File: config.mk
export PLATFORM = sky130hd
export DESIGN_NAME = fetch_unit_flat
export DESIGN_NICKNAME = d
export VERILOG_FILES = /design/src/rtl/fetch_unit_if.sv /design/src/rtl/fetch_unit.sv /design/src/flat_wrapper.sv
export SDC_FILE = /design/constraint.sdc
export NUM_CORES = 1
export LEC_CHECK = 0
export CAP_MARGIN = 40
export CELL_PAD_IN_SITES_DETAIL_PLACEMENT = 1
export CELL_PAD_IN_SITES_GLOBAL_PLACEMENT = 1
export CORE_UTILIZATION = 30
export CTS_CLUSTER_DIAMETER = 30
export DETAILED_ROUTE_END_ITERATION = 8
export PLACE_DENSITY_LB_ADDON = 0.1
export REMOVE_ABC_BUFFERS = 1
export SETUP_SLACK_MARGIN = 0.5
export SYNTH_ARGS = -nofsm -noshare
export SYNTH_HDL_FRONTEND = slang
export SYNTH_SLANG_ARGS = --single-unit
File: constraint.sdc
create_clock -name clk -period 2.05 [get_ports clk]
set_clock_uncertainty 0.1 [all_clocks]
set_input_delay 0.41 -clock clk [delete_from_list [all_inputs] [get_ports clk]]
set_output_delay 0.41 -clock clk [all_outputs]
set_load 0.005 [all_outputs]
File: src/rtl/fetch_unit_if.sv
// ---------------------------------------------------------------------------
// fetch_unit_if
// Purpose : bundles the program-memory, decoder and control signals of the
//           instruction fetch unit so they travel as one port.
// Signals :
//   address       fetch unit -> memory   program memory address (= PC)
//   I             memory -> fetch unit   instruction word at address
//   instr         fetch unit -> decoder  registered instruction
//   instr_valid   fetch unit -> decoder  instr holds an unconsumed word
//   instr_ready   decoder -> fetch unit  decoder accepts instr this cycle
//   branch_en     core -> fetch unit     one-cycle redirect pulse
//   branch_target core -> fetch unit     absolute redirect address
//   halt          core -> fetch unit     level request to stop fetching
//   halted        fetch unit -> core     fetch FSM is in HALTED
// Modports: master = fetch unit side, slave = environment side.
// ---------------------------------------------------------------------------
interface fetch_unit_if #(
    parameter int Psize = 6,
    parameter int Isize = 17
);
    logic [Psize-1:0] address;
    logic [Isize-1:0] I;
    logic [Isize-1:0] instr;
    logic             instr_valid;
    logic             instr_ready;
    logic             branch_en;
    logic [Psize-1:0] branch_target;
    logic             halt;
    logic             halted;

    modport master (
        output address,
        input  I,
        output instr,
        output instr_valid,
        input  instr_ready,
        input  branch_en,
        input  branch_target,
        input  halt,
        output halted
    );

    modport slave (
        input  address,
        output I,
        input  instr,
        input  instr_valid,
        output instr_ready,
        output branch_en,
        output branch_target,
        output halt,
        input  halted
    );
endinterface

File: src/rtl/fetch_unit.sv
// ---------------------------------------------------------------------------
// fetch_unit
// Purpose : instruction fetch stage. Holds the PC, presents it to the program
//           memory combinationally, registers the returned word into a
//           single-entry valid/ready output buffer, supports absolute
//           redirects (branch) and a RUN/HALTED control FSM.
// Ports   :
//   clk          rising-edge clock
//   nReset       asynchronous active-low reset
//   bus          fetch_unit_if.master (address, I, instr, instr_valid,
//                instr_ready, branch_en, branch_target, halt, halted)
//   fetch_count  16-bit saturating count of loads; only present when the
//                macro FETCH_PERF_COUNT_EN is defined
// Parameters:
//   Psize  program address width (memory holds 2^Psize words)
//   Isize  instruction word width
// ---------------------------------------------------------------------------
module fetch_unit #(
    parameter int Psize = 6,
    parameter int Isize = 17
) (
    input  logic          clk,
    input  logic          nReset,
    fetch_unit_if.master  bus
`ifdef FETCH_PERF_COUNT_EN
    ,
    output logic [15:0]   fetch_count
`endif
);

    typedef enum logic {
        RUN    = 1'b0,
        HALTED = 1'b1
    } state_t;

    state_t           state_q, state_d;
    logic [Psize-1:0] pc_q, pc_d;
    logic [Isize-1:0] instr_q, instr_d;
    logic             valid_q, valid_d;
    logic             loadEn;

    // The output buffer can accept a new word when it is empty or being
    // drained this cycle. A branch always wins, so the word fetched from the
    // old PC is never loaded on a redirect edge.
    always_comb begin
        loadEn = (state_q == RUN) && !bus.branch_en &&
                 (!valid_q || bus.instr_ready);
    end

    // Control FSM: halt is a level, so each state simply follows it.
    always_comb begin
        state_d = state_q;
        case (state_q)
            RUN:     if (bus.halt)  state_d = HALTED;
            HALTED:  if (!bus.halt) state_d = RUN;
            default: state_d = RUN;
        endcase
    end

    // PC and output buffer next state. A redirect flushes the buffered word
    // even if the decoder is accepting it this cycle; it also updates the PC
    // while halted so fetch resumes from the new target.
    always_comb begin
        pc_d    = pc_q;
        instr_d = instr_q;
        valid_d = valid_q;
        if (bus.branch_en) begin
            pc_d    = bus.branch_target;
            valid_d = 1'b0;
        end else if (loadEn) begin
            pc_d    = pc_q + Psize'(1);
            instr_d = bus.I;
            valid_d = 1'b1;
        end else if (valid_q && bus.instr_ready) begin
            valid_d = 1'b0;
        end
    end

    // State registers; reset discards any stalled or in-flight word.
    always_ff @(posedge clk or negedge nReset) begin
        if (!nReset) begin
            state_q <= RUN;
            pc_q    <= '0;
            instr_q <= '0;
            valid_q <= 1'b0;
        end else begin
            state_q <= state_d;
            pc_q    <= pc_d;
            instr_q <= instr_d;
            valid_q <= valid_d;
        end
    end

`ifdef FETCH_PERF_COUNT_EN
    logic [15:0] count_q, count_d;

    // Count real loads only, holding at all-ones instead of wrapping.
    always_comb begin
        count_d = count_q;
        if (loadEn && (count_q != 16'hFFFF)) begin
            count_d = count_q + 16'd1;
        end
    end

    always_ff @(posedge clk or negedge nReset) begin
        if (!nReset) begin
            count_q <= 16'd0;
        end else begin
            count_q <= count_d;
        end
    end

    assign fetch_count = count_q;
`endif

    assign bus.address     = pc_q;
    assign bus.instr       = instr_q;
    assign bus.instr_valid = valid_q;
    assign bus.halted      = (state_q == HALTED);

endmodule

File: src/flat_wrapper.sv
// flat-port wrapper written by rule: the top's interface ports become plain ports
module fetch_unit_flat 
#(
    parameter int Psize = 6,
    parameter int Isize = 17
)
  (clk, nReset, bus_address, bus_I, bus_instr, bus_instr_valid, bus_instr_ready, bus_branch_en, bus_branch_target, bus_halt, bus_halted);
  fetch_unit_if #(.Psize(Psize), .Isize(Isize)) bus_i ();
  input  logic clk;
  input  logic nReset;
  output wire logic [$bits(bus_i.address)-1:0] bus_address;
  input wire logic [$bits(bus_i.I)-1:0] bus_I;
  output wire logic [$bits(bus_i.instr)-1:0] bus_instr;
  output wire logic [$bits(bus_i.instr_valid)-1:0] bus_instr_valid;
  input wire logic [$bits(bus_i.instr_ready)-1:0] bus_instr_ready;
  input wire logic [$bits(bus_i.branch_en)-1:0] bus_branch_en;
  input wire logic [$bits(bus_i.branch_target)-1:0] bus_branch_target;
  input wire logic [$bits(bus_i.halt)-1:0] bus_halt;
  output wire logic [$bits(bus_i.halted)-1:0] bus_halted;
  assign bus_address = bus_i.address;
  assign bus_i.I = bus_I;
  assign bus_instr = bus_i.instr;
  assign bus_instr_valid = bus_i.instr_valid;
  assign bus_i.instr_ready = bus_instr_ready;
  assign bus_i.branch_en = bus_branch_en;
  assign bus_i.branch_target = bus_branch_target;
  assign bus_i.halt = bus_halt;
  assign bus_halted = bus_i.halted;
  fetch_unit #(.Psize(Psize), .Isize(Isize)) u_core (.clk(clk), .nReset(nReset), .bus(bus_i));
endmodule
Yosys cells after proc, flatten, opt, wreduce, memory -nomap -nowiden --
Index checks and enable logic that the tools add are counted.
Cells by class: bitwise operators 2, reductions and logical operators 9, mux-type cells 6, $add $sub $neg 1
Operators with widths (count):
- 6-bit two-way mux | 2
- 6-bit by 1-bit adder with 6-bit output (second input constant) | 1
- 1-bit two-way mux | 4
- 1-bit logical AND | 3
- 3-bit nonzero test | 1
- 1-bit zero test | 2
- 1-bit inverter | 2
- 2-bit AND reduction | 1
- 2-bit nonzero test | 1
- 1-bit logical OR | 1
Storage, ports and cells: bits in registers 25, word-level logic and storage cells 22, output and inout port bits 25, bits of input ports 28

Longest topological paths before layout --
Gate-level depths: netlist (run 1).
depth in word-level cells 5, mapped depth 4, depth with buffers taken out 4

Worst setup path before layout (run 1) --
OpenSTA, ideal clock, no wires.
path kind register to register, start point reg u_core.valid_q (netlist: u_core.bus.instr_valid), end point reg u_core.instr_q[10] (netlist: u_core.bus.instr[10]), setup slack 0.473 ns, path buffers 1, data required time 1.825 ns, library setup time 0.125 ns, arrival 1.352 ns, clock period less this slack 1.577 ns, cell stages (with the launch flop) 5, cells stage by stage dfrtp_1 nor2b_4 nor3_4 buf_4 mux2_2
Between the ends: word-level cells in the longest chain between the ends 4
Ends and longest elaborated chain:
- from (decl) | line fetch_unit.sv:39 | logic valid_q, valid_d;
- from (signal assigned) | line fetch_unit.sv:90 | valid_q <= valid_d;
- 1-bit zero test | line fetch_unit.sv:47 | (!valid_q || bus.instr_ready);
- 1-bit logical OR | line fetch_unit.sv:47
- 1-bit logical AND | line fetch_unit.sv:46 | loadEn = (state_q == RUN) && !bus.branch_en &&
- 2-bit AND reduction (no source line)
- to (signal assigned) | line fetch_unit.sv:89 | instr_q <= instr_d;
- to (decl) | line fetch_unit.sv:38 | logic [Isize-1:0] instr_q, instr_d;
Every way passes these cells. A chain may end at the register's enable or synchronous reset.

Worst setup path in the final report (run 1) --
start point in bus_instr_ready, end point reg u_core.instr_q[5] (netlist: u_core.bus.instr[5])
Between the ends: word-level cells in the longest chain between the ends 3
Ends and longest elaborated chain:
- from (decl) | line flat_wrapper.sv:15 | input wire logic [$bits(bus_i.instr_ready)-1:0] bus_instr_ready;
- 1-bit logical OR | line fetch_unit.sv:47
- 1-bit logical AND | line fetch_unit.sv:46
- 2-bit AND reduction (no source line)
Every way passes these cells.

==> impl_metrics.py, run 1 <==
metrics = {
    "outcome": {
        "status": "completed",
    },
    "synth": {
        "ys_types": 25,
        "ys.flop_type": "dfrtp_1",
        "syn_avg_cell_area_sq_um": 13.5,
        "ys_warn_count": 0,
        "synth-seq-cells": 25,
        "async_flop_share_pct": 100,
        "synth-seq-area-share_pct": 58.1,
        "syn-instance-count": 80,
        "synth_area_sq_um": 1080,
        "synth-edff-count": 0,
    },
    "timing": {
        "hold_slack_ps": 327,
        "setup_viol": 0,
        "finalHoldViolCount": 0,
        "worstMarginPinSlew_ps": 319,
        "fmax_mhz": 633,
        "max_slew_margin_pct": 78.7,
        "totalNegativeSetupSlack_ps": 0,
        "fin_crit_sh_pct": 77.0,
        "min_period_ps": 1580,
        "rsz0062_at_grt": "yes",
        "slew_violations": 0,
    },
    "cells_and_area": {
        "multi_input_comb_area_sq_um": 428,
        "stdcell_count": 196,
        "n_antenna_cell": 0,
        "fillCellCount": 375,
        "area_growth_syn_to_layout_pct": 67.1,
        "drive_gt1_share_pct": 29.3,
        "fin_nets": 180,
        "seqCellArea_sq_um": 627,
    },
    "critical_path": {
        "critPathLaunchType": "primary input",
        "crit_arrival_ps": 1720,
        "timing_worst_setup_path_type": "primary input to flop",
        "path_max_fanout": 10,
        "crit_required_ps": 2190,
        "critPathCaptureType": "flop",
    },
    "global_routing": {
        "grt.overflow.total": 0,
        "grt_pass1_vias": 973,
        "track_usage_pct": 15.8,
        "grt_max_degree": 26,
        "antenna_found_initial": 0,
        "grt_pass1_wl_um": 4360,
    },
    "cts": {
        "clock_latency_ps": 330,
        "cts_hold_buf": 0,
        "clk_pin_slew_ps": 150,
        "cts_buffer_depth": 2,
        "cts_made_buffers": 3,
        "cts.sinks": 25,
        "cts_tree": "yes",
        "root_buffer": "clkbuf_4",
        "h-tree-depth": 1,
    },
    "placed_design": {
        "place_inst": 180,
        "port_buffers": 52,
        "dp_hpwl_um": 1990,
        "globalplace.congestion": 0.783,
    },
    "job": {
        "max-cap-violations": 0,
    },
    "drt": {
        "drt_iter0_drc": 29,
        "detail-route-antenna-nets": 0,
        "vias": 925,
        "firstDrtPassIters": 2,
        "wirelength_um": 2790,
        "wl_per_cell_um": 14.2,
        "drc_errors": 0,
        "routed_via_density": 4.72,
    },
    "hold_path": {
        "hp-class": "primary input to async pin",
    },
    "pwr": {
        "ir_drop_v": 0.000304,
        "p_leak_nw": 0.769,
        "powerDensity_nw_per_um2": 671,
    },
    "die": {
        "row_count": 21,
        "start_util_pct": 31.7,
        "die_h_um": 61.9,
        "core_area_sq_um": 3390,
        "die_area_sq_um": 3830,
        "pin_count": 53,
        "die_x_um": 61.9,
    },
}
==> metal layers <==
metal	part of all wire (%)	track usage [%]
met1	39	19.1
met2	54	28.4
met3	6.3	3.52
met4	0	4.13
met5	0	0
==> layout by cell type (no fill, tap or decap), types with 2 or more instances in the layout <==
cell type        netlist  layout
inv_1                  2       2
dlygate4sd2_1          0      10
nand2_1                2       2
o31ai_1                3       3
nor2_1                 5       5
clkdlybuf4s50_1        0      27
nand3_1                3       3
a31oi_1                4       4
buf_6                  1       2
dfrtp_1               25      24
clkdlybuf4s15_1        0      15
mux2_2                17      17
clkbuf_4               0       3
or4_1                  3       3
buf_4                  1      15
==> final cells by class <==
| type | instances | share of cell area (%) |
|---|---|---|
| repair buffers | 69 | 35.8 |
| multi-input cells | 49 | 23.8 |
| clock buffers | 3 | 1.25 |
| well taps | 46 | 3.20 |
| inverters | 3 | 0.626 |
| clock inverters | 1 | 0.487 |
| flip-flops and latches | 25 | 34.9 |
==> flip-flops by register name (all words and copies together) (netlist names) <==
signal and count:
u_core.bus.instr_valid 1, u_core.bus.address 6, u_core.bus.halted 1, u_core.bus.instr 17
==> power breakdown <==
part	total (W)	internal (W)	switching (W)
Clock	0.000247	0.0000797	0.000168
Sequential	0.000604	0.000566	0.0000381
Combinational	0.000356	0.000232	0.000123
==> per-stage QoR <==
stage	utilization [%]	instance area [sq um]	setup slack (ps)	power, W
final	53.0	1800	471	0.00121
after global routing	53.0	1800	405	0.00127
after CTS	51.7	1750	467	0.00120
after detailed placement	49.2	1670	93.8	0.000972
after global placement	49.2	1670	125	0.000960
after floorplan	-	1050	393	0.000724
==> repair_timing <==
item,4_1_cts,5_1_grt
gates cloned,0,0
pin swaps,1,2
setup buffers,10,2
setup endpoints to repair,37,38
gates resized for setup,28,17
==> critical path, stage by stage <==
cell and delay [ps]:
clkdlybuf4s50_1 530, nor2b_4 90, nor3_4 150, buf_4 190, mux2_2 340
==> path summary, 6_finish.rpt <==
kind | endpoint | from | cells after the start | slack, ps
max | u_core.bus.instr[5] | bus_instr_ready | 5 | 470
min | u_core.bus.instr[10] | nReset | 2 | 330
max reg2reg | u_core.bus.instr[5] | u_core.bus.instr_valid | 5 | 480
min reg2reg | u_core.bus.instr[4] | u_core.bus.instr[4] | 1 | 420
max in group asynchronous | u_core.bus.halted | nReset | 2 | 1270
min in group clk | u_core.bus.halted | bus_halt | 1 | 400
==> kinds of logic (layout without fill, tap and decap cells) <==
kind of cell | Yosys count | in the layout | share of synthesized area, %
fa+ha+maj | 1 | 1 | 1.16
buf+inv | 6 | 76 | 3.26
simple gates | 19 | 19 | 11.6
compound gates | 12 | 12 | 8.02
flops | 25 | 25 | 58.1
mux | 17 | 17 | 17.8
==> cells in the mapped netlist, drive strengths merged (2+ instances only) <==
| cell | count | share of area (%) |
|---|---|---|
| nand3 | 3 | 1.4 |
| mux2 | 17 | 18 |
| a31oi | 4 | 2.3 |
| buf | 3 | 2.2 |
| nand2 | 2 | 0.70 |
| or4 | 3 | 2.1 |
| o31ai | 3 | 2.1 |
| dfrtp | 25 | 58 |
| inv | 2 | 0.70 |
| nor2 | 5 | 1.7 |
(Power assumes the default switching activity.)
==> run 2, diff against run 1 <==
==> constraint.sdc (replaced) <==
create_clock -name clk -period 1.65 [get_ports clk]
set_clock_uncertainty 0.1 [all_clocks]
set_input_delay 0.33 -clock clk [delete_from_list [all_inputs] [get_ports clk]]
set_output_delay 0.33 -clock clk [all_outputs]
set_load 0.005 [all_outputs]
==> run 2 against run 1 <==
Effect of this change: sequential power up 25%; core utilization grew 0.48 points; combinational power grew 31%; largest cell class unchanged; final area up 0.90%; via count rose by 5.5%; critical path type is now flop to flop.
==> impl_metrics.py, run 2 (same netlist as run 1, synthesis figures left out) <==
metrics = {
    "die": {
        "die_x_um": 61.9,
        "start_util_pct": 31.7,
        "row_count": 21,
        "pin_count": 53,
        "die_h_um": 61.9,
        "core_area_sq_um": 3390,
        "die_area_sq_um": 3830,
    },
    "drt": {
        "routed_via_density": 4.78,
        "drc_errors": 0,
        "detail-route-antenna-nets": 0,
        "drt_iter0_drc": 38,
        "wl_per_cell_um": 15.6,
        "wirelength_um": 3190,
        "firstDrtPassIters": 4,
        "vias": 976,
    },
    "pwr": {
        "power_w": 0.00150,
        "clkPwrFrac_pct": 18.6,
        "pwr-share-seq_pct": 50.2,
        "ir_drop_v": 0.000463,
        "switching_share_pct": 27.4,
        "p_leak_nw": 0.799,
        "power_switching_w": 0.000410,
        "combinationalPowerShare_pct": 31.1,
        "p_int_w": 0.00109,
        "powerDensity_nw_per_um2": 826,
    },
    "critical_path": {
        "crit_required_ps": 1760,
        "timing.rr.start": "u_core.bus.instr_valid",
        "path_max_fanout": 16,
        "timing_worst_setup_path_type": "flop to flop",
        "reg2regPathDepth": 5,
        "crit_start": "u_core.bus.instr_valid",
        "critPathLaunchType": "flop",
        "worstReg2RegEnd": "u_core.bus.instr[14]",
        "crit_arrival_ps": 1700,
        "rrSetupSlack_ps": 60,
        "critPathCaptureType": "flop",
    },
    "timing": {
        "setup_viol": 0,
        "totalNegativeSetupSlack_ps": 0,
        "min_period_ps": 1590,
        "worstMarginPinSlew_ps": 320,
        "slew_violations": 0,
        "rsz0062_at_grt": "yes",
        "max_slew_margin_pct": 78.7,
        "finalWorstSetupSlack_ps": 57.4,
        "fin_crit_sh_pct": 96.5,
        "fmax_mhz": 628,
        "finalHoldViolCount": 0,
    },
    "cells_and_area": {
        "final_common_cell": "clkdlybuf4s50_1",
        "n_antenna_cell": 0,
        "final_area_sq_um": 1810,
        "fin_util_pct": 53.5,
        "most-common-layout-cells": "clkdlybuf4s50_1, dfrtp_1, buf_2",
        "fin_nets": 188,
        "largest_reg_flops": 17,
        "drive_gt1_share_pct": 50.0,
        "area_growth_syn_to_layout_pct": 68.6,
    },
    "placed_design": {
        "dpl_cell_area_sq_um": 1700,
        "dp_hpwl_um": 2150,
        "pre_cts_ws_ps": -226,
        "globalplace.congestion": 0.764,
        "port_buffers": 52,
    },
    "hold_path": {
        "hp-class": "primary input to async pin",
    },
    "cts": {
        "h-tree-depth": 1,
        "cts.sinks": 25,
        "cts_buffer_depth": 2,
        "root_buffer": "clkbuf_4",
        "cts_made_buffers": 3,
        "clock_latency_ps": 310,
        "clk_pin_slew_ps": 140,
        "cts_tree": "yes",
    },
    "global_routing": {
        "track_usage_pct": 17.2,
        "grt.overflow.total": 0,
        "grt_pass1_wl_um": 4620,
        "antenna_found_initial": 0,
        "grt_pass1_vias": 979,
        "grt_max_degree": 26,
    },
    "job": {
        "max-cap-violations": 0,
    },
    "outcome": {
        "status": "completed",
    },
}
[run 2: cell count changes in the layout (fill, tap and decap cells not counted), sizes merged]
cell,previous run,this run
inv,3,2
dlygate4sd2,10,1
clkbuf,3,4
clkdlybuf4s15,15,0
buf,17,49
[run 2: layout make-up]
type                    count  area [sq um]
multi-input cells          49           454
repair buffers             77           637
flip-flops and latches     25           628
clock buffers               4          26.3
well taps                  46          57.6
fillers                   363          1580
inverters                   3          11.3
[run 2: power groups by stage]
stage          combinational [W]  sequential [W]  clock [W]
2_1_floorplan           0.000121        0.000778          0
5_1_grt                 0.000508        0.000765   0.000308
3_5_place_dp            0.000437        0.000783          0
4_1_cts                 0.000443        0.000752   0.000284
6_report                0.000466        0.000752   0.000279
3_3_place_gp            0.000427        0.000775          0
[run 2: critical path, stage by stage (launching register included)]
cell and delay, ps:
dfrtp_1 420, buf_6 120, nor2b_4 140, nor3_4 170, buf_12 180, mux2_2 350
[run 2: what timing repair did]
item	in CTS	in global routing
endpoints found under the setup margin	48	49
buffers inserted	14	3
pin swaps	6	4
hold buffers	0	0
gates resized for setup	104	9
[run 2: metrics by stage]
| step | hold slack (ps) | cells |
|---|---|---|
| 2_1_floorplan | -65.6 | 77 |
| 3_5_place_dp | 398 | 183 |
| 3_3_place_gp | 388 | 183 |
| 6_report | 257 | 204 |
| 5_1_grt | 286 | 204 |
| 4_1_cts | 262 | 201 |
[run 2: per-layer routing]
layer,vias to the layer above,track usage (%),part of all wire [%]
met5,-,0,0
met4,0,6.98,2.7
met3,6,3.31,5.8
met2,37,30.9,53
met1,479,20.0,38
li1,454,-,-
[run 2: how the worst max path moves through the flow]
stage,endpoint,depth (start not counted)
5_1_grt,u_core.bus.instr[14],5
6_report,u_core.bus.instr[14],5
3_3_place_gp,u_core.bus.instr[0],5
2_1_floorplan,u_core.bus.instr[0],2
3_5_place_dp,u_core.bus.instr[9],5
4_1_cts,u_core.bus.instr[9],5
==> run 3, diff against run 2 <==
--- a/config.mk
+++ b/config.mk
@@ -5,9 +5,11 @@
 export SDC_FILE = /design/constraint.sdc
 export NUM_CORES = 1
 export LEC_CHECK = 0
+export ABC_CLOCK_PERIOD_IN_PS = 1650
 export CAP_MARGIN = 40
 export CELL_PAD_IN_SITES_DETAIL_PLACEMENT = 1
 export CELL_PAD_IN_SITES_GLOBAL_PLACEMENT = 1
+export CORE_MARGIN = 5
 export CORE_UTILIZATION = 30
 export CTS_CLUSTER_DIAMETER = 30
 export DETAILED_ROUTE_END_ITERATION = 8
==> run 3 against run 2 <==
Effect of this change: power decreased by 0.35%; first-iteration DRC count fell by 24%; register-to-register slack better by 20 ps.
==> impl_metrics.py, run 3 (same netlist as run 1, synthesis figures left out) <==
metrics = {
    "outcome": {
        "status": "completed",
    },
    "cells_and_area": {
        "largest_reg_flops": 17,
        "fillCellCount": 400,
        "n_antenna_cell": 0,
        "multi_input_comb_area_sq_um": 442,
        "seqCellArea_sq_um": 627,
        "fin_nets": 185,
        "fin_util_pct": 51.9,
        "drive_gt1_share_pct": 48.4,
        "final_common_cell": "clkdlybuf4s50_1",
        "final_area_sq_um": 1770,
        "stdcell_count": 201,
        "most-common-layout-cells": "clkdlybuf4s50_1, dfrtp_1, buf_2",
        "area_growth_syn_to_layout_pct": 64.9,
    },
    "critical_path": {
        "crit_required_ps": 1770,
        "critPathLaunchType": "flop",
        "crit_start": "u_core.bus.instr_valid",
        "crit_end": "u_core.bus.instr[2]",
        "reg2regPathDepth": 5,
        "worstReg2RegEnd": "u_core.bus.instr[2]",
        "critPathCaptureType": "flop",
        "path_max_fanout": 18,
        "rrSetupSlack_ps": 80,
        "timing_worst_setup_path_type": "flop to flop",
        "timing.rr.start": "u_core.bus.instr_valid",
        "crit_arrival_ps": 1690,
    },
    "drt": {
        "detail-route-antenna-nets": 0,
        "drt_iter0_drc": 29,
        "firstDrtPassIters": 4,
        "vias": 946,
        "drc_errors": 0,
        "wirelength_um": 3180,
        "routed_via_density": 4.71,
        "wl_per_cell_um": 15.8,
    },
    "global_routing": {
        "grt_max_degree": 26,
        "grt.overflow.total": 0,
        "grt_pass1_wl_um": 5330,
        "grt_pass1_vias": 1116,
        "antenna_found_initial": 0,
        "track_usage_pct": 13.5,
    },
    "placed_design": {
        "globalplace.congestion": 0.714,
        "dp_hpwl_um": 2210,
        "dpl_cell_area_sq_um": 1670,
        "pre_cts_ws_ps": -235,
        "port_buffers": 52,
        "place_inst": 179,
    },
    "cts": {
        "root_buffer": "clkbuf_4",
        "cts_tree": "yes",
        "cts.sinks": 25,
        "clock_latency_ps": 320,
        "clk_pin_slew_ps": 150,
        "cts_made_buffers": 3,
        "cts_buffer_depth": 2,
        "h-tree-depth": 1,
    },
    "timing": {
        "slew_violations": 0,
        "fmax_mhz": 637,
        "min_period_ps": 1570,
        "finalHoldViolCount": 0,
        "rsz0062_at_grt": "yes",
        "finalWorstSetupSlack_ps": 81.1,
        "hold_slack_ps": 242,
        "worstMarginPinSlew_ps": 320,
        "max_slew_margin_pct": 78.7,
        "setup_viol": 0,
        "fin_crit_sh_pct": 95.1,
    },
    "die": {
        "core_area_sq_um": 3420,
        "start_util_pct": 31.5,
        "row_count": 21,
        "die_x_um": 69.9,
        "die_area_sq_um": 4880,
        "die_h_um": 69.9,
        "pin_count": 53,
    },
    "hold_path": {
        "hp-class": "primary input to async pin",
    },
    "job": {
        "max-cap-violations": 0,
    },
    "pwr": {
        "ir_drop_v": 0.000461,
        "p_leak_nw": 0.780,
        "powerDensity_nw_per_um2": 841,
    },
}
run 3: worst min-delay path by stage:
stage	start	slack [ps]	endpoint
finish	nReset	240	u_core.bus.address[4]
global route	nReset	260	u_core.bus.instr[0]
CTS	nReset	250	u_core.bus.instr[0]
detailed placement	u_core.bus.instr[1]	390	u_core.bus.instr[1]
global placement	u_core.bus.instr[0]	390	u_core.bus.instr[0]
floorplan	nReset	-70	u_core.bus.address[0]
run 3: critical path: stages (launching register included):
cell and delay [ps]:
dfrtp_1 420, buf_6 130, nor2b_4 140, nor3_4 150
buf_12 180, mux2_2 350
run 3: stage by stage:
stage / total power (W) / setup TNS [ps]
global placement: 0.00120 / -3600
global route: 0.00159 / 0
CTS: 0.00149 / 0
detailed placement: 0.00122 / -4580
finish: 0.00149 / 0
floorplan: 0.000899 / -113
run 3: report_power, final:
part / switching (W) / internal (W) / leakage, nW
Clock: 0.000200 / 0.0000926 / 0.0139
Combinational: 0.000171 / 0.000283 / 0.474
Sequential: 0.0000438 / 0.000702 / 0.292
Total: 0.000415 / 0.00108 / 0.780
run 3: routing by layer:
metal	track usage (%)	part of all wire, %	routed length (um)
met5	0	0	0
met4	5.74	1.8	57
met3	4.30	6.6	210
met2	23.1	53	1690
met1	15.5	38	1220
run 3: final cells by class:
class / count / share of cell area, %
clock buffer: 3 / 1.27
clock inverter: 1 / 0.423
inverter: 3 / 0.635
multi-input combinational: 50 / 24.9
sequential: 25 / 35.3
tap: 46 / 3.24
timing repair buffer: 73 / 34.2
run 3: repair_timing:
item | 4_1_cts | 5_1_grt
hold endpoints to repair | 0 | 0
gates resized for setup | 105 | 8
buffers inserted | 16 | 1
hold buffers | 0 | 0
gates cloned | 1 | 0
setup endpoints to repair | 48 | 49
pin swaps | 4 | 2
